[src/rtl/lfsr_share_ctrl.sv]
// Round-robin sharing of one XNOR Fibonacci LFSR between NREQ consumers, with seed
// sequencing and lock-up protection. Define LFSR_FREERUN_EN to let the LFSR also advance while idle.
module lfsr_share_ctrl #(
    parameter int              WIDTH = 4,
    parameter logic [WIDTH-1:0] TAPS = 4'b1100,
    parameter int              NREQ  = 4,
    parameter int              STEPS = 2
) (
    input  logic             clk,
    input  logic             rst,
    input  logic [NREQ-1:0]  req,
    output logic [NREQ-1:0]  gnt,
    output logic             rnd_valid,
    output logic [WIDTH-1:0] rnd_data,
    input  logic             seed_load,
    input  logic [WIDTH-1:0] seed,
    output logic             busy,
    output logic             lockup_err
);

    localparam int PW = $clog2(NREQ);
    localparam int CW = (STEPS > 1) ? $clog2(STEPS) : 1;

    typedef enum logic [1:0] {IDLE, STEP, GRANT} state_t;

    state_t          state;
    logic [WIDTH-1:0] lfsr;
    logic [PW-1:0]   rr_ptr;
    logic [PW-1:0]   winner;
    logic [PW-1:0]   pick;
    logic [CW-1:0]   cnt;

    function automatic logic [WIDTH-1:0] lfsr_adv(input logic [WIDTH-1:0] v);
        return {v[WIDTH-2:0], ~^(v & TAPS)};
    endfunction

    function automatic logic [NREQ-1:0] onehot(input logic [PW-1:0] idx);
        return {{(NREQ-1){1'b0}}, 1'b1} << idx;
    endfunction

    // Scan from the highest offset down so the nearest requester at/after rr_ptr wins.
    always_comb begin
        int idx;
        pick = rr_ptr;
        idx  = 0;
        for (int i = NREQ - 1; i >= 0; i--) begin
            idx = int'(rr_ptr) + i;
            if (idx >= NREQ) idx = idx - NREQ;
            if (req[idx]) pick = PW'(idx);
        end
    end

    always_ff @(posedge clk or posedge rst) begin
        if (rst) begin
            state      <= IDLE;
            lfsr       <= '0;
            rr_ptr     <= '0;
            winner     <= '0;
            cnt        <= '0;
            gnt        <= '0;
            rnd_valid  <= 1'b0;
            rnd_data   <= '0;
            busy       <= 1'b0;
            lockup_err <= 1'b0;
        end else begin
            gnt       <= '0;
            rnd_valid <= 1'b0;
            case (state)
                IDLE: begin
                    if (seed_load) begin
                        // An all-ones seed would freeze an XNOR LFSR; substitute zero and flag it.
                        if (&seed) begin
                            lfsr       <= '0;
                            lockup_err <= 1'b1;
                        end else begin
                            lfsr <= seed;
                        end
                    end else begin
`ifdef LFSR_FREERUN_EN
                        lfsr <= lfsr_adv(lfsr);
`else
                        lfsr <= lfsr;
`endif
                        if (|req) begin
                            winner <= pick;
                            cnt    <= CW'(STEPS - 1);
                            busy   <= 1'b1;
                            state  <= STEP;
                        end
                    end
                end
                STEP: begin
                    lfsr <= lfsr_adv(lfsr);
                    if (cnt == '0) begin
                        state <= GRANT;
                        if (req[winner]) begin
                            gnt       <= onehot(winner);
                            rnd_valid <= 1'b1;
                            rnd_data  <= lfsr_adv(lfsr);
                            rr_ptr    <= (winner == PW'(NREQ - 1)) ? '0 : winner + 1'b1;
                        end
                    end else begin
                        cnt <= cnt - 1'b1;
                    end
                end
                GRANT: begin
                    busy  <= 1'b0;
                    state <= IDLE;
                end
                default: begin
                    busy  <= 1'b0;
                    state <= IDLE;
                end
            endcase
        end
    end

endmodule

[config.mk]
export PLATFORM = sky130hd
export DESIGN_NAME = lfsr_share_ctrl
export DESIGN_NICKNAME = d
export VERILOG_FILES = /design/src/rtl/lfsr_share_ctrl.sv
export SDC_FILE = /design/constraint.sdc
export NUM_CORES = 1
export LEC_CHECK = 0
export ABC_AREA = 1
export ABC_CLOCK_PERIOD_IN_PS = 1600
export CAP_MARGIN = 20
export CORE_MARGIN = 1
export CORE_UTILIZATION = 52
export DETAILED_ROUTE_END_ITERATION = 16
export GPL_TIMING_DRIVEN = 0
export PLACE_DENSITY = 0.79
export SLEW_MARGIN = 20
export SYNTH_ARGS = -nofsm -noshare
export SYNTH_HDL_FRONTEND = slang
export SYNTH_SLANG_ARGS = --single-unit
[constraint.sdc]
create_clock -name clk -period 1.6 [get_ports clk]
set_input_delay 0.24 -clock clk [delete_from_list [all_inputs] [get_ports clk]]
set_output_delay 0.24 -clock clk [all_outputs]
set_load 0.005 [all_outputs]
==> summary.txt <==
Floorplanning
  • Core area: 2250 um^2
  • Die W: roughly 50 um
  • Initial Utilization: 56.4%
  • Cell Rows: 17
  • Io pins: 22
  • Die area: 2650 um^2
  • Chip height: a little over 50 um

Yosys
  • Post-synth cell types: 28
  • Syn Inst Count: 153
  • Seq/Total Area, Yosys: 43.3%
  • Yosys warns: 0
  • Top cell type by total area after synthesis: dfrtp_1
  • Syn Std Cell Area: 1270 um^2
  • Register bit total from synthesis: 22
  • Top cell type's share of synthesized area: 43.3%
  • Ranking of synthesized cells by area: dfrtp_1, nand2_1, inv_1
  • Avg Cell Area, Syn: 8.31 um^2
  • Syn_nets: 168

Clocking
  • Clock Pin Slew Worst Setup and Hold Paths: 0.13 ns
  • CTS H-Tree Depth: 1
  • Clock Sinks: 22
  • Post_cts resized: 0
  • Root Driver: clkbuf_4
  • Post-CTS Setup Bufs: 0
  • Max clock buf depth: 2
  • Hold buffers post-CTS: 0
  • CTS tree: done
  • CTS Buf Count: 3
  • Clock latency on the worst-skew pair: about 0.31 ns

Layout
  • Finished Layout Cells: 206
  • Antenna cells: 0
  • Synth-to-layout area growth: 22.1%
  • FILL cells: approximately 190
  • Area of the multi-input gates: 577 um^2
  • Reg area: 551 um^2
  • Fin area: ~1600 um^2
  • Final Util: 68.9%
  • Most common cell after layout, fill and taps aside: nand2_1
  • Post-layout nets: just under 200
  • Share of layout cells above drive strength 1: between 20% and 30%
  • Most frequent cells in the layout: nand2_1, dfrtp_1, clkdlybuf4s50_1

Timing
  • Hold WS: 0.374 ns
  • Hold Vio Cnt, Final: 0
  • Worst Max-Slew Pin Slew: 0.812 ns
  • Max-slew violation count: 0
  • Final period util: 89.7%
  • # setup viols final: 0
  • Final Skew: 0.00863 ns
  • Relative max-transition margin: 45.8%
  • Setup TNS: 0 ns
  • Minimum clock period after layout: approximately 1.4 ns
  • FMAX: 0.697 GHz
  • RSZ-0062 raised after global routing: no

Setup path
  • Worst EP required: 1.36 ns
  • Crit. End Element: output pin
  • CP Buf/Inv Count: 1
  • Critical Path Start Type: flop
  • Max stage delay on crit path: between 0.5 and 0.6 ns
  • WP data arrival: 1.20 ns
  • Crit Path Class: flop to output pin
  • Critical path's slowest cell: clkdlybuf4s50_1
  • Critical Path Fanout Max: 2
  • CP top delay family: buffers and inverters
  • Worst-path cell chain: clkdlybuf4s50_1

Global routing
  • Gr usage total: 20.4%
  • Initial antenna violation count: 0
  • GRT overflow: 0
  • Largest net degree at the start of global routing: 23
  • First-pass GRT wire length: 3.98 mm
  • Vias in the first global route: 930

Status
  • Status: finished clean

Routing
  • Post-DRT Antenna Nets: 0
  • WL final: 2.37 mm
  • Vias: 1050
  • Avg Vias per Cell: 5.10
  • TritonRoute pass-1 iters: 4
  • Average wire per standard cell: 11.5 um
  • DRC viols: 0
  • Starting DRT DRC Count: 20

Pwr
  • Cell-internal power: 1670 uW
  • Clock share of power: 10.3%
  • Combinational power share: 57.8%
  • Lkg Pwr: between 0.0007 and 0.0008 uW
  • Switching portion of total power: 44.2%
  • Worst IR Drop VDD: ~1.3 mV
  • PwrDens: between 1500 and 2000 nW/um^2
  • NetSw: 1330 uW
  • Sequential fraction of design power: 31.9%

Placed design
  • Placed instance count: 202
  • Port Buffers: 21
  • RePlAce Congestion: 0.825
  • Detailed Place HPWL: 1.89 mm
  • Dpl cell area: 1520 um^2

Job
  • Max-cap violation count: 0

Worst hold path
  • Hold crit path type: input pin to async pin
cells in the mapped netlist:
cell type and number:
nand3_2 1, o221ai_1 2, o21bai_1 1, a31oi_2 1, buf_6 3, nand2_2 11
a22oi_1 1, ha_1 4, inv_8 1, o211ai_1 1, dfrtp_1 22, a21oi_2 1
nor2_1 5, nand2_4 2, xnor2_1 1, nor2_4 2, inv_2 4, inv_4 2
o21ai_1 5, nand3_1 9, a21oi_1 2, nand3_4 1, nand4_1 2, o21ai_0 5
nand2_1 42, o21ai_2 1, inv_1 19, nor2_2 2
registers in the layout, summed over array words and instances (netlist names):
register / cells
winner: 2
state: 2
lfsr: 4
rnd_data: 4
gnt: 4
rnd_valid: 1
rr_ptr: 2
busy: 1
lockup_err: 1
cnt: 1
final timing paths:
kind	from	endpoint	slack, ns	depth (start not counted)
worst min register to register	lockup_err$_DFFE_PP0P_	lockup_err$_DFFE_PP0P_	0.49	1
worst max register to register	state[1]$_DFFE_PP0P_	winner[1]$_DFFE_PP0P_	0.26	8
min in group clk	lockup_err$_DFFE_PP0P_	lockup_err$_DFFE_PP0P_	0.49	1
worst max-delay path	rnd_data[1]$_DFFE_PP0P_	rnd_data[1]	0.16	1
max in group asynchronous	rst	winner[0]$_DFFE_PP0P_	0.72	2
worst min-delay path	rst	rnd_data[1]$_DFFE_PP0P_	0.37	2
kinds of logic (layout without fill, tap and decap cells):
| family | after synthesis | count (layout) | share of synthesized area, % |
|---|---|---|---|
| xor gates and xnor gates | 1 | 1 | 0.689 |
| and+or+nand+nor | 77 | 77 | 30.5 |
| buffers and inverters | 29 | 54 | 11.3 |
| adders and majority gates | 4 | 4 | 3.94 |
| AOI/OAI and AO/OA | 20 | 20 | 10.2 |
| DFF | 22 | 22 | 43.3 |
per-layer routing:
metal  GRT usage [%]  up-vias  share of wire, %
met5               0        -                 0
met3            3.57        2               3.0
met1            26.6      502                47
met4            5.41        0              0.25
li1                -      531                 -
met2            34.4       15                49
power by group through the flow:
stage               Clock [uW]  Combinational [uW]  Sequential, uW
finish                     310                1730             957
global route               333                1950             987
detailed placement           0                1740             971
floorplan                    0                1270             955
CTS                        321                1750             959
global placement             0                1670             956
per-stage QoR:
step | power (uW) | setup slack, ns
6_report | 3000 | 0.165
5_1_grt | 3270 | 0.125
4_1_cts | 3030 | 0.154
3_5_place_dp | 2710 | 0.0298
3_3_place_gp | 2630 | 0.0481
2_1_floorplan | 2230 | 0.395
worst register-to-register path, cell delays in order, from the launching register on:
cell and delay (ns):
dfrtp_1 0.45, nor2_2 0.20, nand2_2 0.13, nand2_4 0.11, inv_4 0.05, nand3_4 0.08
inv_1 0.08, nor2_2 0.10, a21oi_2 0.03
cell type report:
class,count,share of cell area (%)
flip-flops and latches,22,35.5
inverters,26,7.09
well taps,28,2.26
multi-input cells,102,37.1
repair buffers,21,13.5
clock buffers,4,2.34
plain buffers,3,2.18
No activity file was read; power rests on OpenSTA's default activity.
